**src/rtl/msrv32_pkg.sv**
```systemverilog
// Shared definitions for the machine-mode trap sequencer:
//   - trap FSM state encoding
//   - PC source select codes
//   - SYSTEM opcode and MRET funct7
//   - mcause codes
//   - the packed trap-info record produced by the priority encoder
package msrv32_pkg;

    typedef enum logic [1:0] {
        ST_RESET       = 2'b00,
        ST_OPERATING   = 2'b01,
        ST_TRAP_TAKEN  = 2'b10,
        ST_TRAP_RETURN = 2'b11
    } trap_state_t;

    localparam logic [1:0] PC_BOOT = 2'b00;
    localparam logic [1:0] PC_EPC  = 2'b01;
    localparam logic [1:0] PC_TRAP = 2'b10;
    localparam logic [1:0] PC_NEXT = 2'b11;

    localparam logic [4:0] OPCODE_SYSTEM = 5'b11100;
    localparam logic [6:0] FUNCT7_MRET   = 7'b0011000;

    // Exception causes (i_or_e = 0)
    localparam logic [3:0] CAUSE_INSTR_MISALIGNED = 4'd0;
    localparam logic [3:0] CAUSE_ILLEGAL_INSTR    = 4'd2;
    localparam logic [3:0] CAUSE_BREAKPOINT       = 4'd3;
    localparam logic [3:0] CAUSE_LOAD_MISALIGNED  = 4'd4;
    localparam logic [3:0] CAUSE_STORE_MISALIGNED = 4'd6;
    localparam logic [3:0] CAUSE_ECALL_M          = 4'd11;

    // Interrupt causes (i_or_e = 1)
    localparam logic [3:0] CAUSE_MSI = 4'd3;
    localparam logic [3:0] CAUSE_MTI = 4'd7;
    localparam logic [3:0] CAUSE_MEI = 4'd11;

    typedef struct packed {
        logic       i_or_e;
        logic [3:0] cause;
        logic       misaligned;
    } trap_info_t;

endpackage

```
**src/rtl/msrv32_trap_prio.sv**
```systemverilog
// Combinational trap-cause priority encoder.
// Ports:
//   i_irq_mei/msi/mti    in  enabled-and-pending interrupts (already gated by MIE)
//   i_instr_misaligned   in  fetch target misaligned
//   i_illegal            in  illegal instruction
//   i_ebreak / i_ecall   in  decoded system instructions
//   i_load_misaligned    in  load address misaligned
//   i_store_misaligned   in  store address misaligned
//   o_info               out {i_or_e, cause, misaligned}; all zero when nothing is pending
module msrv32_trap_prio
    import msrv32_pkg::*;
(
    input  logic       i_irq_mei,
    input  logic       i_irq_msi,
    input  logic       i_irq_mti,
    input  logic       i_instr_misaligned,
    input  logic       i_illegal,
    input  logic       i_ebreak,
    input  logic       i_ecall,
    input  logic       i_load_misaligned,
    input  logic       i_store_misaligned,
    output trap_info_t o_info
);

    // Fixed priority: any interrupt beats any exception.
    always_comb begin
        o_info.i_or_e     = 1'b0;
        o_info.cause      = 4'd0;
        o_info.misaligned = 1'b0;
        if (i_irq_mei) begin
            o_info.i_or_e = 1'b1;
            o_info.cause  = CAUSE_MEI;
        end else if (i_irq_msi) begin
            o_info.i_or_e = 1'b1;
            o_info.cause  = CAUSE_MSI;
        end else if (i_irq_mti) begin
            o_info.i_or_e = 1'b1;
            o_info.cause  = CAUSE_MTI;
        end else if (i_instr_misaligned) begin
            o_info.cause      = CAUSE_INSTR_MISALIGNED;
            o_info.misaligned = 1'b1;
        end else if (i_illegal) begin
            o_info.cause = CAUSE_ILLEGAL_INSTR;
        end else if (i_ebreak) begin
            o_info.cause = CAUSE_BREAKPOINT;
        end else if (i_ecall) begin
            o_info.cause = CAUSE_ECALL_M;
        end else if (i_load_misaligned) begin
            o_info.cause      = CAUSE_LOAD_MISALIGNED;
            o_info.misaligned = 1'b1;
        end else if (i_store_misaligned) begin
            o_info.cause      = CAUSE_STORE_MISALIGNED;
            o_info.misaligned = 1'b1;
        end else begin
            o_info.cause = 4'd0;
        end
    end

endmodule

```
**src/rtl/msrv32_trap_control.sv**
```systemverilog
// Machine-mode trap sequencer. Decides traps on the decoded instruction,
// runs the 4-state trap FSM and drives PC select, flush and CSR trap controls.
// Ports:
//   ms_riscv32_mp_clk_in / ms_riscv32_mp_rst_in  clock, async active-high reset
//   illegal_instr_in, misaligned_load_in, misaligned_store_in, misaligned_instr_in
//                                                exception flags
//   opcode_6_to_2_in, funct3_in, funct7_in, rs1/rs2/rd_addr_in
//                                                instruction fields (ecall/ebreak/mret decode)
//   mie_in, meie/mtie/msie_in, meip/mtip/msip_in interrupt enable / pending
//   trap_taken_out        trap decided this cycle (combinational)
//   pc_src_out            00 boot, 01 epc, 10 trap vector, 11 next pc
//   flush_out             kill instruction in pipeline register
//   set_cause_out, cause_out, i_or_e_out         mcause write strobe and value
//   set_epc_out           mepc write strobe
//   mie_clear_out / mie_set_out                  mstatus.MIE save / restore
//   instret_inc_out       minstret increment
//   misaligned_exception_out                     mtval = faulting address
module msrv32_trap_control
    import msrv32_pkg::*;
(
    input  logic       ms_riscv32_mp_clk_in,
    input  logic       ms_riscv32_mp_rst_in,
    input  logic       illegal_instr_in,
    input  logic       misaligned_load_in,
    input  logic       misaligned_store_in,
    input  logic       misaligned_instr_in,
    input  logic [4:0] opcode_6_to_2_in,
    input  logic [2:0] funct3_in,
    input  logic [6:0] funct7_in,
    input  logic [4:0] rs1_addr_in,
    input  logic [4:0] rs2_addr_in,
    input  logic [4:0] rd_addr_in,
    input  logic       mie_in,
    input  logic       meie_in,
    input  logic       mtie_in,
    input  logic       msie_in,
    input  logic       meip_in,
    input  logic       mtip_in,
    input  logic       msip_in,
    output logic       trap_taken_out,
    output logic [1:0] pc_src_out,
    output logic       flush_out,
    output logic       set_cause_out,
    output logic [3:0] cause_out,
    output logic       i_or_e_out,
    output logic       set_epc_out,
    output logic       mie_clear_out,
    output logic       mie_set_out,
    output logic       instret_inc_out,
    output logic       misaligned_exception_out
);

    trap_state_t r_state;
    trap_state_t w_next_state;

    logic       w_is_system;
    logic       w_zero_fields;
    logic       w_ecall;
    logic       w_ebreak;
    logic       w_mret;
    logic       w_exception;
    logic       w_irq_mei;
    logic       w_irq_msi;
    logic       w_irq_mti;
    logic       w_interrupt;
    logic       w_operating;
    trap_info_t w_info;

    logic [3:0] r_cause;
    logic       r_i_or_e;
    logic       r_misaligned;

    assign w_is_system   = (opcode_6_to_2_in == OPCODE_SYSTEM);
    assign w_zero_fields = (funct3_in == 3'd0) && (rs1_addr_in == 5'd0) && (rd_addr_in == 5'd0);
    assign w_ecall       = w_is_system && w_zero_fields && (funct7_in == 7'd0) && (rs2_addr_in == 5'd0);
    assign w_ebreak      = w_is_system && w_zero_fields && (funct7_in == 7'd0) && (rs2_addr_in == 5'd1);
    assign w_mret        = w_is_system && w_zero_fields && (funct7_in == FUNCT7_MRET)
                           && (rs2_addr_in == 5'd2);

    assign w_exception = illegal_instr_in | misaligned_instr_in | misaligned_load_in
                       | misaligned_store_in | w_ecall | w_ebreak;

    // Global MIE gates every interrupt source before prioritisation.
    assign w_irq_mei   = mie_in & meie_in & meip_in;
    assign w_irq_msi   = mie_in & msie_in & msip_in;
    assign w_irq_mti   = mie_in & mtie_in & mtip_in;
    assign w_interrupt = w_irq_mei | w_irq_msi | w_irq_mti;

    assign w_operating     = (r_state == ST_OPERATING);
    assign trap_taken_out  = w_operating & (w_exception | w_interrupt);
    // An mret retires; a trapped instruction does not.
    assign instret_inc_out = w_operating & ~trap_taken_out;

    msrv32_trap_prio u_prio (
        .i_irq_mei          (w_irq_mei),
        .i_irq_msi          (w_irq_msi),
        .i_irq_mti          (w_irq_mti),
        .i_instr_misaligned (misaligned_instr_in),
        .i_illegal          (illegal_instr_in),
        .i_ebreak           (w_ebreak),
        .i_ecall            (w_ecall),
        .i_load_misaligned  (misaligned_load_in),
        .i_store_misaligned (misaligned_store_in),
        .o_info             (w_info)
    );

    // Trap FSM state register.
    always_ff @(posedge ms_riscv32_mp_clk_in or posedge ms_riscv32_mp_rst_in) begin
        if (ms_riscv32_mp_rst_in) begin
            r_state <= ST_RESET;
        end else begin
            r_state <= w_next_state;
        end
    end

    // Next-state logic; a pending exception always overrides mret.
    always_comb begin
        w_next_state = r_state;
        case (r_state)
            ST_RESET:       w_next_state = ST_OPERATING;
            ST_OPERATING: begin
                if (trap_taken_out) begin
                    w_next_state = ST_TRAP_TAKEN;
                end else if (w_mret) begin
                    w_next_state = ST_TRAP_RETURN;
                end else begin
                    w_next_state = ST_OPERATING;
                end
            end
            ST_TRAP_TAKEN:  w_next_state = ST_OPERATING;
            ST_TRAP_RETURN: w_next_state = ST_OPERATING;
            default:        w_next_state = ST_RESET;
        endcase
    end

    // Latch cause information on entry to TRAP_TAKEN; held until the next trap.
    always_ff @(posedge ms_riscv32_mp_clk_in or posedge ms_riscv32_mp_rst_in) begin
        if (ms_riscv32_mp_rst_in) begin
            r_cause      <= 4'd0;
            r_i_or_e     <= 1'b0;
            r_misaligned <= 1'b0;
        end else if (trap_taken_out) begin
            r_cause      <= w_info.cause;
            r_i_or_e     <= w_info.i_or_e;
            r_misaligned <= w_info.misaligned;
        end else begin
            r_cause      <= r_cause;
            r_i_or_e     <= r_i_or_e;
            r_misaligned <= r_misaligned;
        end
    end

    assign cause_out                = r_cause;
    assign i_or_e_out               = r_i_or_e;
    assign misaligned_exception_out = r_misaligned;

    // Moore outputs decoded from the state register.
    always_comb begin
        pc_src_out    = PC_BOOT;
        flush_out     = 1'b1;
        set_cause_out = 1'b0;
        set_epc_out   = 1'b0;
        mie_clear_out = 1'b0;
        mie_set_out   = 1'b0;
        case (r_state)
            ST_RESET: begin
                pc_src_out = PC_BOOT;
                flush_out  = 1'b1;
            end
            ST_OPERATING: begin
                pc_src_out = PC_NEXT;
                flush_out  = 1'b0;
            end
            ST_TRAP_TAKEN: begin
                pc_src_out    = PC_TRAP;
                flush_out     = 1'b1;
                set_cause_out = 1'b1;
                set_epc_out   = 1'b1;
                mie_clear_out = 1'b1;
            end
            ST_TRAP_RETURN: begin
                pc_src_out  = PC_EPC;
                flush_out   = 1'b1;
                mie_set_out = 1'b1;
            end
            default: begin
                pc_src_out = PC_BOOT;
                flush_out  = 1'b1;
            end
        endcase
    end

endmodule
```
**config.mk**
```make
export PLATFORM = sky130hd
export DESIGN_NAME = msrv32_trap_control
export DESIGN_NICKNAME = d
export VERILOG_FILES = /design/src/rtl/msrv32_pkg.sv /design/src/rtl/msrv32_trap_prio.sv /design/src/rtl/msrv32_trap_control.sv
export SDC_FILE = /design/constraint.sdc
export NUM_CORES = 1
export LEC_CHECK = 0
export ABC_AREA = 1
export BUFFER_PORTS_ARGS = -buffer_cell sky130_fd_sc_hd__buf_2
export CAP_MARGIN = 5
export CORE_UTILIZATION = 27
export DETAILED_ROUTE_END_ITERATION = 7
export PLACE_DENSITY = 0.62
export SLEW_MARGIN = 20
export SYNTH_ARGS = -nofsm -noshare
export SYNTH_HDL_FRONTEND = slang
export SYNTH_SLANG_ARGS = --single-unit
```
**constraint.sdc**
```tcl
create_clock -name ms_riscv32_mp_clk_in -period 1.6 [get_ports ms_riscv32_mp_clk_in]
set_clock_uncertainty 0.2 [all_clocks]
set_input_delay 0.24 -clock ms_riscv32_mp_clk_in [delete_from_list [all_inputs] [get_ports ms_riscv32_mp_clk_in]]
set_output_delay 0.24 -clock ms_riscv32_mp_clk_in [all_outputs]
set_load 0.01 [all_outputs]
```
==> results of run 1 <==
[power by group through the flow]
| stage | Clock (mW) | Sequential, mW | Combinational (mW) |
|---|---|---|---|
| after floorplan | 0 | 0.236 | 0.0659 |
| after global placement | 0 | 0.229 | 0.166 |
| after detailed placement | 0 | 0.230 | 0.172 |
| after CTS | 0.158 | 0.227 | 0.182 |
| after global routing | 0.169 | 0.231 | 0.212 |
| final | 0.150 | 0.228 | 0.188 |
[synthesized netlist by cell type, types with 2 or more instances]
master / number
a21oi_1: 3
buf_4: 2
dfrtp_1: 8
ha_1: 5
inv_1: 13
inv_2: 2
nand2_1: 20
nand2_2: 2
nand3_1: 6
nand3b_1: 2
nor2_1: 22
nor2_2: 2
nor3_1: 4
o21ai_1: 2
or2_1: 2
[cell families (layout without fill, tap and decap cells)]
family | after synthesis | after routing | share of synthesized area
AO/OA/AOI/OAI | 8 | 8 | 0.0892
adder cells (fa/ha/maj) | 5 | 5 | 0.0826
flip-flops | 8 | 8 | 0.264
AND/OR/NAND/NOR | 68 | 68 | 0.469
buffers and inverters | 17 | 95 | 0.0942
[sequential cells by signal, summed over array words and instances (netlist names)]
register / count
r_state: 2
i_or_e_out: 1
cause_out: 4
misaligned_exception_out: 1
[worst max path at each step]
stage | startpoint | endpoint
2_1_floorplan | rd_addr_in[3] | trap_taken_out
3_3_place_gp | rd_addr_in[3] | cause_out[1]$_DFFE_PP0N_
3_5_place_dp | rs2_addr_in[0] | cause_out[1]$_DFFE_PP0N_
4_1_cts | rd_addr_in[2] | trap_taken_out
5_1_grt | rd_addr_in[2] | trap_taken_out
6_report | r_state[1]$_DFF_PP0_ | trap_taken_out
[layout make-up]
class	count	area share
Timing Repair Buffer	77	0.350
Inverter	15	0.0432
Sequential cell	8	0.148
Multi-Input combinational cell	81	0.415
Tap cell	30	0.0276
Clock buffer	3	0.0165
[worst max-delay path, cell delays in order, from the launching register on]
cell	delay [ns]
dfrtp_1	0.39
inv_2	0.12
ha_4	0.16
inv_2	0.05
a21oi_4	0.12
buf_6	0.12
[metrics by stage]
step | area [um2] | TNS, ns | utilization
CTS | 1280 | -0.184 | 0.498
floorplan | 757 | 0 | -
global placement | 1180 | -0.470 | 0.459
detailed placement | 1180 | -0.862 | 0.459
global route | 1360 | -0.464 | 0.530
finish | 1360 | -0.148 | 0.530
[layer usage]
layer | track usage | wire length [um] | vias to the layer above
met5 | 0 | 0 | -
met4 | 0.0917 | 20 | 0
met3 | 0.0164 | 75 | 2
met2 | 0.287 | 1140 | 26
met1 | 0.174 | 847 | 418
li1 | - | - | 491
[what timing repair did]
| action | in CTS | in global routing |
|---|---|---|
| pin swaps | 4 | 5 |
| setup buffers | 3 | 2 |
| hold buffers | 1 | 0 |
| gates resized for setup | 12 | 16 |
| endpoints found under the hold margin | 8 | 0 |
| endpoints found under the setup margin | 5 | 7 |
==> metrics, run 1 <==
status=finished, violations left; failing checks=setup timing; Sink Count=8; combinational power share=0.332; Core ar.=between 2000 and 3000 um2; startpoint type of the worst setup path=flop; Hold Path End=r_state[1]$_DFF_PP0_; Worst setup EP type=output port; clk_lat worst skew=0.25 ns; Die Width=~55 um; overall power=0.566 mW; Ys Warns=0; share of the synthesized area in the top cell type=0.264; Clock Pin Slew Worst Setup and Hold Paths=roughly 0.050 ns; syn_nets=154; area leader, netlist=dfrtp_1; H-tree levels=1; Max Slew Vio Count=0; P_int=approximately 0.40 mW; Post-Synthesis Cells=106; Final min period=1.66 ns; Layout area overhead=79.8%; gpl congestion=0.787; grt total ovfl=0; Final Hold Fails=0; Antenna diodes=0; hold path start=funct7_in[6]; P_leak=0.716 nW; drt via density=4.38; DRC=0; Sequential Power Share=0.404; Top FF cell, synth=dfrtp_1; Switch Pwr=0.162 mW; Detail Route Antenna Nets=0; FF+latch count, synth=8; FP Rows=18; Post-synth EDFFs=0; Sw Ratio=0.287; number of port buffers=57; layout cells sized above 1=0.587; DRT Pass-1 Iters=3; IO Pins=58; commonest non-fill, non-tap cells in the layout=buf_2 (52), nor2_1 (21), nand2_1 (19); WHS=about 0.099 ns; First DRT Iteration DRCs=8; reg2reg path depth=7; area of the multi-input gates=564 um2; Worst Hold Class=in -> reg; Worst slew margin=0.799; worst-margin pin slew=approximately 0.3 ns; CTS tree=yes; Critical Path AT=roughly 1.2 ns; DRT Wirelength=2080 um; register area share after synthesis=0.264; r2r startpoint=r_state[1]$_DFF_PP0_; Register Area=201 um2; post-route insts no fill=approximately 210; Max Cap Viol=0; HPWL Detailed=1830 um; Synth area leaders=dfrtp_1 (26%), nor2_1 (11%), nand2_1 (9.9%); first-pass GRT wire length=around 3400 um; worst r2r dst=cause_out[1]$_DFFE_PP0N_; critical path type=reg -> out; initial core utilization=0.295; post-placement cell count=roughly 210; largest net degree at the start of global routing=9; final worst slack=-0.0626 ns; die area=3020 um2; Post-Syn Area per Cell=between 7 and 8 um2; most common cell after layout, fill and taps aside=buf_2; clock root buffer=clkbuf_4; GRT Total Usage=0.157; VDD IR max=0.000318 V; R2R Setup Slk=approximately 0.19 ns; PwrDens=416 nW/um2; Setup Viol. Count Final=3; Final Cycle Share=1.04; RSZ-0062 raised after global routing=yes; fillcell total=261; fin nets=234; FFs w/ async S/R, synth=1.00; initial antenna violation count=0; WP data required=roughly 1.2 ns; Hold Path Depth=4; vias in the first global route=between 900 and 1,000; vias=937; per-cell routed wire length=roughly 9.7 um; Crit Path Max Fanout=3; CTS buffer count=3; Clock Path Buffers=2; Max Freq=601 MHz; die height=around 55 um; Yosys cell types=26; Post-Syn Area=between 700 and 800 um2; Place WS=-0.133 ns; clock power share=0.264
Power figures use the tool's default switching activity.
==> run 2: changes to the inputs <==
--- a/config.mk
+++ b/config.mk
@@ -9,6 +9,7 @@
 export BUFFER_PORTS_ARGS = -buffer_cell sky130_fd_sc_hd__buf_2
 export CAP_MARGIN = 5
 export CORE_UTILIZATION = 27
+export CTS_CLUSTER_DIAMETER = 200
 export DETAILED_ROUTE_END_ITERATION = 7
 export PLACE_DENSITY = 0.62
 export SLEW_MARGIN = 20
==> constraint.sdc (replaced) <==
create_clock -name ms_riscv32_mp_clk_in -period 1.8 [get_ports ms_riscv32_mp_clk_in]
set_clock_uncertainty 0.2 [all_clocks]
set_input_delay 0.27 -clock ms_riscv32_mp_clk_in [delete_from_list [all_inputs] [get_ports ms_riscv32_mp_clk_in]]
set_output_delay 0.27 -clock ms_riscv32_mp_clk_in [all_outputs]
set_load 0.01 [all_outputs]
==> run 2 against run 1 <==
Effect of this change:
- non-clock buffer count is 10 lower
- sequential share of layout area up 2.2 points
- largest power group unchanged
- via count down 5.1%
- clock power decreased by 12%
- cell area fell by 13%
- highest routed layer unchanged
- the flow now finishes without violations
- critical endpoint unchanged
- setup slack better by 0.12 ns
==> metrics, run 2 (synthesis results as in run 1) <==
status=finished clean; Critical Path AT=~1.3 ns; number of port buffers=between 50 and 60; First DRT Iteration DRCs=10; Setup Viol. Count Final=0; CTS tree=yes; crit-path cells=buf_2 -> or2_2 -> nor3_4 -> o211ai_4 -> a21oi_4 -> buf_6; HPWL Detailed=around 1700 um; Worst setup EP type=output port; final instance area=1180 um2; initial antenna violation count=0; Final Cycle Share=0.965; Clock Pin Slew Worst Setup and Hold Paths=0.05 ns; post-route insts no fill=204; CP startpoint=rs2_addr_in[0]; final worst slack=0.0621 ns; grt total ovfl=0; die height=55.0 um; DRC=0; DRT Pass-1 Iters=4; Layout area overhead=55.7%; Core ar.=2570 um2; Worst Hold Class=in -> reg; FP Rows=18; WHS=0.108 ns; IO Pins=58; Crit Path Max Fanout=3; vias in the first global route=between 800 and 900; Sink Count=8; worst-margin pin slew=around 0.31 ns; max FFs per register=4; Worst slew margin=0.793; GRT Total Usage=0.151; Final min period=1.74 ns; overall power=roughly 0.48 mW; critical path type=in -> out; commonest non-fill, non-tap cells in the layout=buf_2 (56), nor2_1 (22), nand2_1 (20); Setup TNS=0 ns; Detail Route Antenna Nets=0; Max Cap Viol=0; Clock Path Buffers=2; drt via density=4.36; WP data required=about 1.3 ns; clk_lat worst skew=around 0.25 ns; startpoint type of the worst setup path=input port; P_leak=around 0.65 nW; die area=about 3000 um2; Max Freq=about 580 MHz; most common cell after layout, fill and taps aside=buf_2; clock root buffer=clkbuf_4; fin util=0.459; largest net degree at the start of global routing=9; number of cells on the critical path=6; post-placement cell count=197; worst r2r dst=cause_out[0]$_DFFE_PP0N_; Top delay family on crit path=simple AND/OR/NAND/NOR gates; DRT Wirelength=between 1500 and 2000 um; vias=889; Max Slew Vio Count=0; fin nets=224; CP bufs+invs=2; Final Hold Fails=0; CTS buffer count=3; per-cell routed wire length=9.46 um; RSZ-0062 raised after global routing=yes; H-tree levels=1; crit-path max cell delay=0.32 ns; VDD IR max=0.000258 V; layout cells sized above 1=0.500; slowest CP cell=or2_2; r2r startpoint=r_state[1]$_DFF_PP0_; reg2reg path depth=7; CP endpoint=trap_taken_out; PwrDens=404 nW/um2; Die Width=55.0 um; first-pass GRT wire length=3280 um; gpl congestion=between 0.7 and 0.8; initial core utilization=0.295; DP Area=1110 um2; Antenna diodes=0; R2R Setup Slk=0.35 ns; Place WS=roughly 0.036 ns
==> run 2: cell count changes in the layout (fill, tap and decap cells not counted), sizes merged <==
cell,change
buf,-10
==> run 2: routing by layer <==
| layer | share of wire | GRT usage | vias to the layer above |
|---|---|---|---|
| met5 | 0 | 0 | - |
| met4 | 0.011 | 0.0625 | 0 |
| met3 | 0.039 | 0.0137 | 2 |
| met2 | 0.50 | 0.267 | 28 |
| met1 | 0.45 | 0.186 | 387 |
| li1 | - | - | 472 |
==> run 2: worst register-to-register path: stages (launching register included) <==
cell,delay [ns]
dfrtp_1,0.40
inv_2,0.08
ha_2,0.19
inv_1,0.08
a21oi_4,0.13
buf_4,0.15
nor2_1,0.04
nor2_1,0.10
==> run 2: area by class of cell <==
type                            count  area (um2)
Inverter                           15        56.3
Fill cell                         282        1390
Timing Repair Buffer               67         369
Clock buffer                        3        22.5
Tap cell                           30        37.5
Multi-Input combinational cell     81         493
Sequential cell                     8         200
==> run 2: power by group <==
group / leakage, nW / switching (mW) / internal [mW]
logic: 0.535 / 0.0712 / 0.0707
clock network: 0.0138 / 0.0563 / 0.0760
registers: 0.0986 / 0.00806 / 0.194
total: 0.648 / 0.136 / 0.340
==> run 2: worst min-delay path by stage <==
stage,from,endpoint,slack [ns],cells past startpoint
after floorplan,ms_riscv32_mp_rst_in,cause_out[0]$_DFFE_PP0N_,-0.11,1
final,funct7_in[2],r_state[1]$_DFF_PP0_,0.11,4
after detailed placement,ms_riscv32_mp_rst_in,cause_out[0]$_DFFE_PP0N_,0.03,2
after CTS,funct7_in[5],r_state[1]$_DFF_PP0_,0.12,4
after global routing,funct7_in[5],r_state[1]$_DFF_PP0_,0.14,4
after global placement,ms_riscv32_mp_rst_in,cause_out[0]$_DFFE_PP0N_,0.03,2
==> run 2: what timing repair did <==
item	CTS	global route
hold buffers	1	0
setup buffers	0	3
endpoints found under the setup margin	0	2
endpoints found under the hold margin	8	0
gates resized for setup	0	4
